`config.mk`:
```
export PLATFORM = sky130hd
export DESIGN_NAME = s_memory_shuffle
export DESIGN_NICKNAME = d
export VERILOG_FILES = /design/src/rtl/s_memory_shuffle.sv
export SDC_FILE = /design/constraint.sdc
export NUM_CORES = 1
export LEC_CHECK = 0
export CAP_MARGIN = 20
export CELL_PAD_IN_SITES_DETAIL_PLACEMENT = 0
export CELL_PAD_IN_SITES_GLOBAL_PLACEMENT = 1
export CORE_MARGIN = 5
export CORE_UTILIZATION = 37
export CTS_BUF_LIST = sky130_fd_sc_hd__clkbuf_8
export DETAILED_ROUTE_END_ITERATION = 10
export GPL_TIMING_DRIVEN = 0
export PLACE_DENSITY = 0.87
export SYNTH_ARGS = -nofsm -noshare
export SYNTH_HDL_FRONTEND = slang
export SYNTH_SLANG_ARGS = --single-unit
```
`constraint.sdc`:
```
create_clock -name clk -period 2.6 [get_ports clk]
set_input_delay 0.39 -clock clk [delete_from_list [all_inputs] [get_ports clk]]
set_output_delay 0.39 -clock clk [all_outputs]
set_load 0.02 [all_outputs]
```
`src/rtl/s_memory_shuffle.sv`:
```
// RC4 key-scheduling stage: permutes the 256-byte S memory in place using the secret key.
// One iteration reads S[i], updates j, reads S[j], then writes the swapped pair (8 cycles).
module s_memory_shuffle #(
    parameter int unsigned KEY_LENGTH = 3
) (
    input  logic                    clk,
    input  logic                    reset_n,
    input  logic                    start,
    input  logic [8*KEY_LENGTH-1:0] secret_key,
    input  logic [7:0]              q,
    output logic [7:0]              address,
    output logic [7:0]              data,
    output logic                    wren,
    output logic                    finish
);

    localparam int unsigned KIDX_W = (KEY_LENGTH > 1) ? $clog2(KEY_LENGTH) : 1;

    typedef enum logic [3:0] {
        StIdle,
        StRdI,
        StWtI,
        StCalcJ,
        StRdJ,
        StWtJ,
        StLatchJ,
        StWrI,
        StWrJ,
        StFinish
    } state_e;

    state_e              state_q, state_d;
    logic [7:0]          i_q, i_d;
    logic [7:0]          j_q, j_d;
    logic [7:0]          si_q, si_d;
    logic [7:0]          sj_q, sj_d;
    logic [KIDX_W-1:0]   kidx_q, kidx_d;
    logic [7:0]          key_byte;

    // Byte 0 of the key sits in the most significant byte of secret_key.
    always_comb begin
        key_byte = '0;
        for (int unsigned k = 0; k < KEY_LENGTH; k++) begin
            if (kidx_q == KIDX_W'(k)) begin
                key_byte = secret_key[8*(KEY_LENGTH-1-k) +: 8];
            end
        end
    end

    always_comb begin
        state_d = state_q;
        i_d     = i_q;
        j_d     = j_q;
        si_d    = si_q;
        sj_d    = sj_q;
        kidx_d  = kidx_q;
        address = '0;
        data    = '0;
        wren    = 1'b0;
        finish  = 1'b0;

        case (state_q)
            StIdle: begin
                if (start) begin
                    state_d = StRdI;
                    i_d     = '0;
                    j_d     = '0;
                    kidx_d  = '0;
                end
            end
            StRdI: begin
                address = i_q;
                state_d = StWtI;
            end
            StWtI: begin
                address = i_q;
                state_d = StCalcJ;
            end
            StCalcJ: begin
                address = i_q;
                si_d    = q;
                j_d     = j_q + q + key_byte;
                state_d = StRdJ;
            end
            StRdJ: begin
                address = j_q;
                state_d = StWtJ;
            end
            StWtJ: begin
                address = j_q;
                state_d = StLatchJ;
            end
            StLatchJ: begin
                address = j_q;
                sj_d    = q;
                state_d = StWrI;
            end
            StWrI: begin
                address = i_q;
                data    = sj_q;
                wren    = 1'b1;
                state_d = StWrJ;
            end
            StWrJ: begin
                address = j_q;
                data    = si_q;
                wren    = 1'b1;
                if (i_q == 8'd255) begin
                    state_d = StFinish;
                end else begin
                    i_d     = i_q + 8'd1;
                    kidx_d  = (kidx_q == KIDX_W'(KEY_LENGTH - 1)) ? '0 : kidx_q + KIDX_W'(1);
                    state_d = StRdI;
                end
            end
            StFinish: begin
                finish  = 1'b1;
                i_d     = '0;
                j_d     = '0;
                kidx_d  = '0;
                state_d = StIdle;
            end
            default: begin
                state_d = StIdle;
            end
        endcase
    end

    always_ff @(posedge clk or negedge reset_n) begin
        if (!reset_n) begin
            state_q <= StIdle;
            i_q     <= '0;
            j_q     <= '0;
            si_q    <= '0;
            sj_q    <= '0;
            kidx_q  <= '0;
        end else begin
            state_q <= state_d;
            i_q     <= i_d;
            j_q     <= j_d;
            si_q    <= si_d;
            sj_q    <= sj_d;
            kidx_q  <= kidx_d;
        end
    end

endmodule

```
==> metrics.md, run 1 <==
| Metric | Value |
|---|---|
| Status | `complete, but fails checks` |
| Failing checks | `setup timing` |
| Full die area | `8450 um^2` |
| HPWL after DPL | `4710 um` |
| Via count | `2,078` |
| CP most frequent cell | `o21ai_1` |
| Fraction of the mapped netlist area in adder cells | `9.97%` |
| Drt pass-1 iters | `5` |
| Core Area | `6460 um^2` |
| Tcrit/Tclk final | `101%` |
| Critical path's largest stage delay | `0.50 ns` |
| Slowest CP cell | `fa_1` |
| Commonest non-fill, non-tap cell in the layout | `dfrtp_1` |
| Aggregate routed wire length | `6420 um` |
| Multiplexer area fraction after synthesis | `11.3%` |
| Height of the die | `92.0 um` |
| Syn_area_per_cell | `10.0 um^2` |
| Critical path cell sequence | `buf_6 -> mux2i_1 -> o21ai_1 -> fa_1 -> ha_2 -> inv_2 -> fa_2 -> nand2b_4 -> a21oi_4 -> o22ai_2 -> xnor2_1 -> o21ai_1` |
| Sequential Power Share | `29.3%` |
| Dpl cells | `377` |
| Clk sink count | `38` |
| Reg2reg end | `j_q[7]$_DFFE_PN0P_` |
| Peak supply drop | `0.568 mV` |
| Flops & latches, synth | `38` |
| Register-to-register setup slack | `-0.02 ns` |
| Total Routing Usage GR | `15.7%` |
| Fill cells | `583` |
| Synthesized area | `2480 um^2` |
| Switching power | `0.00123 W` |
| Main combinational cell family by area after synthesis | `compound AO/OA/AOI/OAI gates` |
| Share of layout cells above drive strength 1 | `21.5%` |
| DR vias/cell | `5.34` |
| Fmax | `382 MHz` |
| CTS Buf Count | `5` |
| Hold Slack | `0.202 ns` |
| Most frequent cells in the layout | `38 x dfrtp_1, 35 x clkdlybuf4s50_1, 25 x nand2_1, 19 x o21ai_0, 17 x mux2_2` |
| Starting Density | `38.5%` |
| Clock buffer depth | `2` |
| # IOs | `53` |
| Port Buffers | `52` |
| Area growth from synthesis to layout | `36.2%` |
| Yosys top cell area share | `38.3%` |
| Drt first-iter violations | `128` |
| CTS tree | `yes` |
| Critical path fanouts, max | `4` |
| RSZ-0062 raised after global routing | `yes` |
| Die W | `92.0 um` |
| Initial antenna violation count | `0` |
| Worst-Margin Slew | `0.844 ns` |
| Global-route wire length before repair | `10,800 um` |
| Crit Path Class | `flip-flop to flip-flop` |
| Final min period | `2.62 ns` |
| Synth warn | `0` |
| Worst Clk Skew | `0.00688 ns` |
| GP Congestion | `0.810` |
| Final WS setup | `-0.0163 ns` |
| Vias in the first global route | `2,156` |
| Critical Path AT | `2.80 ns` |
| Final Slew Violations | `0` |
| Logic pwr share | `51.6%` |
| Sw Ratio | `38.5%` |
| Worst path bufs/invs | `2` |
| Rows | `29` |
| Leak | `1.45 nW` |
| Seq/Total Area, Yosys | `38.3%` |
| Syn Inst Count | `248` |
| Simple-Gate Fraction of Synth Area | `16.2%` |
| Root Driver | `clkbuf_8` |
| Final setup fails | `1` |
| Post-synth cell types | `45` |
| CTS H-tree depth | `2` |
| Drt drc | `0` |
| Ant. Diodes | `0` |
| Total global routing overflow | `0` |
| Routed length per instance | `16.5 um` |
| Crit-path leading delay family | `adder cells` |
| Synth Area in XOR/XNOR | `3.52%` |
| Latest clock arrival within the worst-skew pair | `0.29 ns` |
| Largest net degree at the start of global routing | `39` |
| Hold Crit Class | `input pin to asynchronous set/reset pin` |
| Pwr Density | `947 nW/um^2` |
| Setup crit end kind | `flip-flop` |
| Setup crit start kind | `flip-flop` |
| Clk slew on worst S/H paths | `0.08 ns` |
| Required @ worst endpoint | `2.78 ns` |
| Remaining antenna violation count | `0` |
| Layout Cells excl Fill | `389` |
| R2r worst-path depth | `12` |
| Synth Net Count | `298` |
| Largest area contributor in the netlist | `dfrtp_1` |
| Compound-Gate Fraction of Synth Area | `16.3%` |
| Clock power frac | `19.1%` |
| Max_slew headroom | `43.7%` |
| Fin. Hold Viols | `0` |
| Internal power | `0.00197 W` |
| Final #Nets | `361` |
| Max_cap viols | `0` |
| Top cells by area, synth | `dfrtp_1 38%, mux2_2 7.7%, fa_1 6.4%` |
| Reg-to-Reg Start | `kidx_q[0]$_DFFE_PN0P_` |
[power groups by stage]
stage / clock (W) / sequential (W) / combinational [W]
floorplan: 0 / 0.000910 / 0.00109
global placement: 0 / 0.000940 / 0.00147
detailed placement: 0 / 0.000952 / 0.00150
CTS: 0.000623 / 0.000939 / 0.00161
global route: 0.000656 / 0.000961 / 0.00182
finish: 0.000612 / 0.000938 / 0.00166
[per-layer routing]
layer	wire length (um)	track usage, %	up-vias
met4	63	3.47	0
li1	-	-	1014
met5	0	0	-
met3	467	3.76	7
met1	3070	22.9	991
met2	2820	23.6	66
[cell usage after synthesis]
library cell and number:
or2_2 2, nor4b_1 2, and2b_1 1, nor3b_1 1
inv_1 8, a21o_1 1, nand2b_1 5, clkbuf_1 8
buf_2 2, nor3_1 3, o2bb2ai_1 1, a221o_1 2
o21ai_1 1, or2b_1 1, xnor2_1 9, fa_1 8
nor4_1 3, a32o_1 2, or4b_4 1, o22ai_1 2
dfrtp_1 38, a22o_1 11, o21ai_0 26, nor4bb_1 1
nand3_1 4, ha_1 7, a22oi_1 8, o21bai_1 1
nand2_1 25, mux2_2 17, mux2i_1 9, nor2b_1 2
nor4_4 1, buf_1 1, nor2_1 17, and2_1 1
xor2_1 1, clkbuf_8 1, nand3b_1 2, nor2_4 1
nand4_1 1, a21oi_1 6, o31ai_1 1, buf_6 2
nor3_2 1
[metrics by stage]
step	setup WS [ns]	total power, W	utilization (%)	setup TNS [ns]	instance area [um^2]
global placement	-0.352	0.00241	48.2	-3.27	3110
finish	-0.0163	0.00320	52.4	-0.0163	3380
detailed placement	-0.452	0.00245	48.1	-3.36	3110
global route	-0.134	0.00344	52.4	-0.264	3380
floorplan	0.00916	0.00200	-	0	2500
CTS	0.00213	0.00317	52.0	0	3360
[sequential cells by signal, summed over array words and instances (netlist names)]
register and count:
kidx_q 2, i_q 8, state_q 4, j_q 8, si_q 8, sj_q 8
[worst max-delay path by stage]
stage | from | endpoint | slack, ns | depth (start not counted)
after floorplan | kidx_q[1]$_DFFE_PN0P_ | j_q[7]$_DFFE_PN0P_ | 0.009 | 13
after global placement | secret_key[9] | j_q[7]$_DFFE_PN0P_ | -0.35 | 12
after detailed placement | secret_key[9] | j_q[7]$_DFFE_PN0P_ | -0.45 | 12
after CTS | kidx_q[0]$_DFFE_PN0P_ | j_q[7]$_DFFE_PN0P_ | 0.002 | 12
after global routing | kidx_q[0]$_DFFE_PN0P_ | j_q[7]$_DFFE_PN0P_ | -0.13 | 12
final | kidx_q[0]$_DFFE_PN0P_ | j_q[7]$_DFFE_PN0P_ | -0.02 | 12
[logic make-up after synthesis]
family,Yosys count
compound gates,62
buf+inv,22
flops,38
mux,26
fa+ha+maj,15
simple gates,75
xor+xnor,10
[final cells by class]
class                           count  area [um^2]  area share, %
Buffer                             12          104           3.07
Clock buffer                        5         68.8           2.03
Clock inverter                      3         68.8           2.03
Inverter                            8         30.0          0.887
Multi-Input combinational cell    188         1530           45.1
Sequential cell                    38          951           28.1
Tap cell                           77         96.3           2.85
Timing Repair Buffer               58          541           16.0
[what timing repair did]
action | 4_1_cts | 5_1_grt
setup endpoints to repair | 20 | 5
setup buffers | 4 | 2
hold buffers | 0 | 0
gates resized for setup | 50 | 4
pin swaps | 0 | 1
No activity file was read; power rests on OpenSTA's default activity.
==> inputs of run 2 (changes only) <==
--- a/config.mk
+++ b/config.mk
@@ -9,11 +9,12 @@
 export CELL_PAD_IN_SITES_DETAIL_PLACEMENT = 0
 export CELL_PAD_IN_SITES_GLOBAL_PLACEMENT = 1
 export CORE_MARGIN = 5
-export CORE_UTILIZATION = 37
+export CORE_UTILIZATION = 40
 export CTS_BUF_LIST = sky130_fd_sc_hd__clkbuf_8
 export DETAILED_ROUTE_END_ITERATION = 10
+export DONT_BUFFER_PORTS = 1
 export GPL_TIMING_DRIVEN = 0
-export PLACE_DENSITY = 0.87
+export PLACE_DENSITY = 0.78
 export SYNTH_ARGS = -nofsm -noshare
 export SYNTH_HDL_FRONTEND = slang
 export SYNTH_SLANG_ARGS = --single-unit
==> metrics.md, run 2 (synthesis gave the netlist of run 1 again) <==
| Metric | Value |
|---|---|
| Drt pass-1 iters | `4` |
| Final setup fails | `0` |
| Final Slew Violations | `0` |
| CTS Buf Count | `5` |
| Worst-Margin Slew | `0.907 ns` |
| Setup TNS | `0 ns` |
| Root Driver | `clkbuf_8` |
| Vias in the first global route | `1,856` |
| Final #Nets | `310` |
| Fin. Hold Viols | `0` |
| Leak | `1.18 nW` |
| Clk slew on worst S/H paths | `0.08 ns` |
| R2r worst-path depth | `11` |
| Largest net degree at the start of global routing | `39` |
| Critical path's largest stage delay | `0.58 ns` |
| Register-to-register setup slack | `0.01 ns` |
| Peak supply drop | `0.588 mV` |
| CTS H-tree depth | `2` |
| Fmax | `386 MHz` |
| Height of the die | `88.8 um` |
| Worst Clk Skew | `0.00365 ns` |
| Rows | `28` |
| Port Buffers | `0` |
| CTS tree | `yes` |
| HPWL after DPL | `4510 um` |
| DR vias/cell | `5.65` |
| GP Congestion | `0.814` |
| Commonest non-fill, non-tap cell in the layout | `dfrtp_1` |
| Setup crit start kind | `flip-flop` |
| Required @ worst endpoint | `2.79 ns` |
| Status | `complete, no violations` |
| Most frequent cells in the layout | `37 x dfrtp_1, 25 x nand2_1, 17 x nor2_1, 17 x mux2_2` |
| Worst Hold End | `sj_q[7]$_DFFE_PN0P_` |
| Initial antenna violation count | `0` |
| Fill cells | `555` |
| Worst hold start | `q[7]` |
| Share of layout cells above drive strength 1 | `25.3%` |
| Crit Path Class | `flip-flop to flip-flop` |
| RSZ-0062 raised after global routing | `yes` |
| Drt first-iter violations | `92` |
| Setup crit end kind | `flip-flop` |
| Pwr Density | `1060 nW/um^2` |
| # IOs | `53` |
| Pwr Total | `0.00308 W` |
| Via count | `1,897` |
| Slowest CP cell | `fa_1` |
| Latest clock arrival within the worst-skew pair | `0.29 ns` |
| Starting Density | `41.5%` |
| Remaining antenna violation count | `0` |
| Total global routing overflow | `0` |
| Critical Path AT | `2.78 ns` |
| Ant. Diodes | `0` |
| Core Area | `5990 um^2` |
| Final min period | `2.59 ns` |
| Tcrit/Tclk final | `99.6%` |
| Total Routing Usage GR | `16.4%` |
| Max_slew headroom | `38.7%` |
| Max_cap viols | `0` |
| Hold Crit Class | `input pin to flip-flop` |
| Aggregate routed wire length | `6100 um` |
| Dpl cells | `323` |
| Area growth from synthesis to layout | `16.6%` |
| Critical path cell sequence | `buf_6 -> mux2i_2 -> o21ai_2 -> fa_1 -> inv_2 -> fa_2 -> nand2b_4 -> a21oi_4 -> o22ai_2 -> xnor2_1 -> o21ai_1` |
| Clock buffer depth | `2` |
| Layout Cells excl Fill | `336` |
| Reg2reg end | `j_q[7]$_DFFE_PN0P_` |
| Hold Path Depth | `1` |
| Global-route wire length before repair | `9720 um` |
| Die W | `88.8 um` |
| Reg-to-Reg Start | `kidx_q[0]$_DFFE_PN0P_` |
| Critical path fanouts, max | `4` |
| Drt drc | `0` |
| Routed length per instance | `18.1 um` |
| Full die area | `7890 um^2` |
| Final core utilization | `48.4%` |
| Clk sink count | `38` |
## run 2: changes by cell type in the layout (fill, tap and decap cells not counted), sizes merged
cell	delta
dlygate4sd2	-16
dlygate4sd3	+1
clkdlybuf4s50	-35
clkbuf	-1
## run 2: final cells by class
class | instances | area (um^2) | area share, %
inverter | 8 | 30.0 | 1.04
clock buffer | 5 | 68.8 | 2.38
clock inverter | 3 | 68.8 | 2.38
multi-input combinational | 188 | 1530 | 52.9
buffer | 12 | 83.8 | 2.89
timing repair buffer | 7 | 67.6 | 2.33
tap | 75 | 93.8 | 3.24
sequential | 38 | 952 | 32.9
## run 2: timing repair
action / 4_1_cts / 5_1_grt
setup buffers: 2 / 3
endpoints found under the setup margin: 17 / 13
hold endpoints to repair: 38 / 0
pin swaps: 0 / 5
resized for setup: 27 / 12
hold buffers: 2 / 0
## run 2: worst max-delay path: cells and delay by family, from the launching register on
family / cells / cell delay (ns)
adder cells (fa/ha/maj): 2 / 0.97
AND/OR/NAND/NOR: 1 / 0.17
AO/OA/AOI/OAI: 4 / 0.41
flip-flops: 1 / 0.43
XOR/XNOR: 1 / 0.14
multiplexers: 1 / 0.18
buffers and inverters: 2 / 0.19
## run 2: worst max-delay path by stage
stage | from | depth (start not counted) | to | slack [ns]
global placement | kidx_q[1]$_DFFE_PN0P_ | 13 | j_q[7]$_DFFE_PN0P_ | -0.19
floorplan | kidx_q[1]$_DFFE_PN0P_ | 13 | j_q[7]$_DFFE_PN0P_ | 0.009
finish | kidx_q[0]$_DFFE_PN0P_ | 11 | j_q[7]$_DFFE_PN0P_ | 0.01
CTS | kidx_q[0]$_DFFE_PN0P_ | 12 | j_q[7]$_DFFE_PN0P_ | -0.02
detailed placement | kidx_q[1]$_DFFE_PN0P_ | 13 | j_q[7]$_DFFE_PN0P_ | -0.24
global route | kidx_q[0]$_DFFE_PN0P_ | 12 | j_q[7]$_DFFE_PN0P_ | -0.13
## run 2: metal layers
layer	GRT usage, %	vias up	routed length [um]
li1	-	913	-
met1	22.9	925	2810
met2	25.0	54	2730
met3	4.84	5	501
met4	4.12	0	64
met5	0	-	0
## run 2: metrics by stage
step	worst slack (ns)	hold slack [ns]	area (um^2)
floorplan	0.00916	0.0944	2500
global placement	-0.194	0.0962	2590
detailed placement	-0.237	0.0962	2590
CTS	-0.0222	0.235	2830
global route	-0.135	0.227	2900
finish	0.00988	0.244	2900
## run 2: power by group
group / internal, W / switching (W)
registers: 0.000800 / 0.000136
clock network: 0.000385 / 0.000231
logic: 0.000703 / 0.000822
total: 0.00189 / 0.00119
==> inputs of run 3 (changes only) <==
--- a/config.mk
+++ b/config.mk
@@ -5,7 +5,6 @@
 export SDC_FILE = /design/constraint.sdc
 export NUM_CORES = 1
 export LEC_CHECK = 0
-export CAP_MARGIN = 20
 export CELL_PAD_IN_SITES_DETAIL_PLACEMENT = 0
 export CELL_PAD_IN_SITES_GLOBAL_PLACEMENT = 1
 export CORE_MARGIN = 5
==> results of run 3 <==
Final layout, timing and power as in run 2 (identical DEF).
==> variant (config.mk and constraints of run 3) <==
Put a register stage on the output `finish`, cleared by the reset. The value now appears one clock later. The other outputs are not delayed to match.
--- a/src/rtl/s_memory_shuffle.sv
+++ b/src/rtl/s_memory_shuffle.sv
@@ -30,4 +30,6 @@
     } state_e;
 
+    logic finish_d;
+
     state_e              state_q, state_d;
     logic [7:0]          i_q, i_d;
@@ -58,5 +60,5 @@
         data    = '0;
         wren    = 1'b0;
-        finish  = 1'b0;
+        finish_d = 1'b0;
 
         case (state_q)
@@ -115,5 +117,5 @@
             end
             StFinish: begin
-                finish  = 1'b1;
+                finish_d = 1'b1;
                 i_d     = '0;
                 j_d     = '0;
@@ -145,4 +147,12 @@
     end
 
+    always_ff @(posedge clk or negedge reset_n) begin
+        if (!reset_n) begin
+            finish <= '0;
+        end else begin
+            finish <= finish_d;
+        end
+    end
+
 endmodule
 
Formal check against the unedited RTL: no difference found for any inputs over 10 cycles, from zero or initial values and one cycle with reset_n low; that may be too few to reach the edited logic, so the function may still have changed.
==> variant against run 3 <==
The flow now finishes with violations (setup timing); design area is 2.2% higher; power is 17% higher; die area is 1.3% higher; area after synthesis is 1.4% higher; sequential share of layout area is 0.081 points higher; count of clock-buffer cells in the layout is 1 higher; setup slack worse by 0.012 ns; clock skew is 0.0051 ns higher; cell count is 2.4% higher; sequential cell count is 1 higher; combinational power is 34% higher; routed wire length is 3.3% higher.
==> variant: results (changes against run 3) <==
most frequent cells after synthesis 39 x dfrtp_1, 25 x nand2_1, 25 x o21ai_0, 18 x mux2_2, 13 x nor2_1; failing checks setup timing; final setup vio count 1 (+1); fin worst setup slack -0.00233 ns (-0.0122 ns); number of global-route vias before repair 2,063 (+11%); Nets 316 (+1.9%); Reg2Reg Depth 12 (+1); XOR/XNOR Fraction of Synth Area 0.0209 (-0.0144); Hold Path Origin q[2]; WL per Instance 18.3 um (+0.86%); Worst Path Arrival 2.80 ns (+0.02 ns); first-pass GRT wire length 10,400 um (+7.1%); Clock Latency Late Sink 0.31 ns (+0.02 ns); Syn Nets 302 (+1.3%); pre-CTS WS -0.284 ns (-0.0479 ns); placed instance count 329 (+1.9%); Clock power frac 0.153 (-0.047); cells taking the most area after synthesis dfrtp_1 39%, mux2_2 8.0%, fa_1 6.4%; status finished, violations left; largest net degree at the start of global routing 40 (+2.6%); setup_tns -0.00233 ns (-0.00233 ns); Hold Path End si_q[2]$_DFFE_PN0P_; clk_skew 0.00874 ns (+0.00509 ns); Via density 5.67 (+0.40%); synth unique cells 47 (+4.4%); proportion of synthesized area in mux cells 0.116 (+0.00289)
==> variant: cell count changes in the layout (fill, tap and decap cells not counted), moves of 3 or more <==
| cell | change |
|---|---|
| o21ai_1 | -5 |
| xnor2_1 | -4 |
| or3_1 | +3 |
| nor4_1 | -3 |
| o21ai_2 | +7 |
| nor2_1 | -4 |
| a21oi_1 | +6 |
==> variant: area by class of cell <==
class,count,area [um^2],area share
Inverter,9,33.8,0.0114
Clock buffer,6,82.6,0.0279
Clock inverter,2,38.8,0.0131
Multi-Input combinational cell,192,1580,0.532
Buffer,11,82.6,0.0279
Sequential cell,39,976,0.330
Tap cell,77,96.3,0.0325
Timing Repair Buffer,8,75.1,0.0253
==> variant: repair_timing <==
| action | CTS | global route |
|---|---|---|
| pin swaps | 1 | 3 |
| hold buffers | 2 | 0 |
| setup endpoints to repair | 13 | 11 |
| setup buffers | 6 | 0 |
| endpoints found under the hold margin | 39 | 0 |
| gates resized for setup | 20 | 25 |
==> variant: worst max path at each step <==
stage / slack [ns] / cells after the start / end
floorplan: 0.004 / 13 / j_q[7]$_DFFE_PN0P_
global placement: -0.23 / 13 / j_q[7]$_DFFE_PN0P_
detailed placement: -0.28 / 13 / j_q[7]$_DFFE_PN0P_
CTS: 0.0009 / 11 / j_q[6]$_DFFE_PN0P_
global route: -0.14 / 12 / j_q[7]$_DFFE_PN0P_
finish: -0.002 / 12 / j_q[7]$_DFFE_PN0P_
==> variant: layer usage <==
metal / routed length [um] / vias to the layer above / share of wire / track usage
met1: 2760 / 960 / 0.44 / 0.221
met5: 0 / - / 0 / 0
li1: - / 934 / - / -
met3: 322 / 11 / 0.051 / 0.0553
met2: 3080 / 45 / 0.49 / 0.281
met4: 130 / 0 / 0.021 / 0.0460
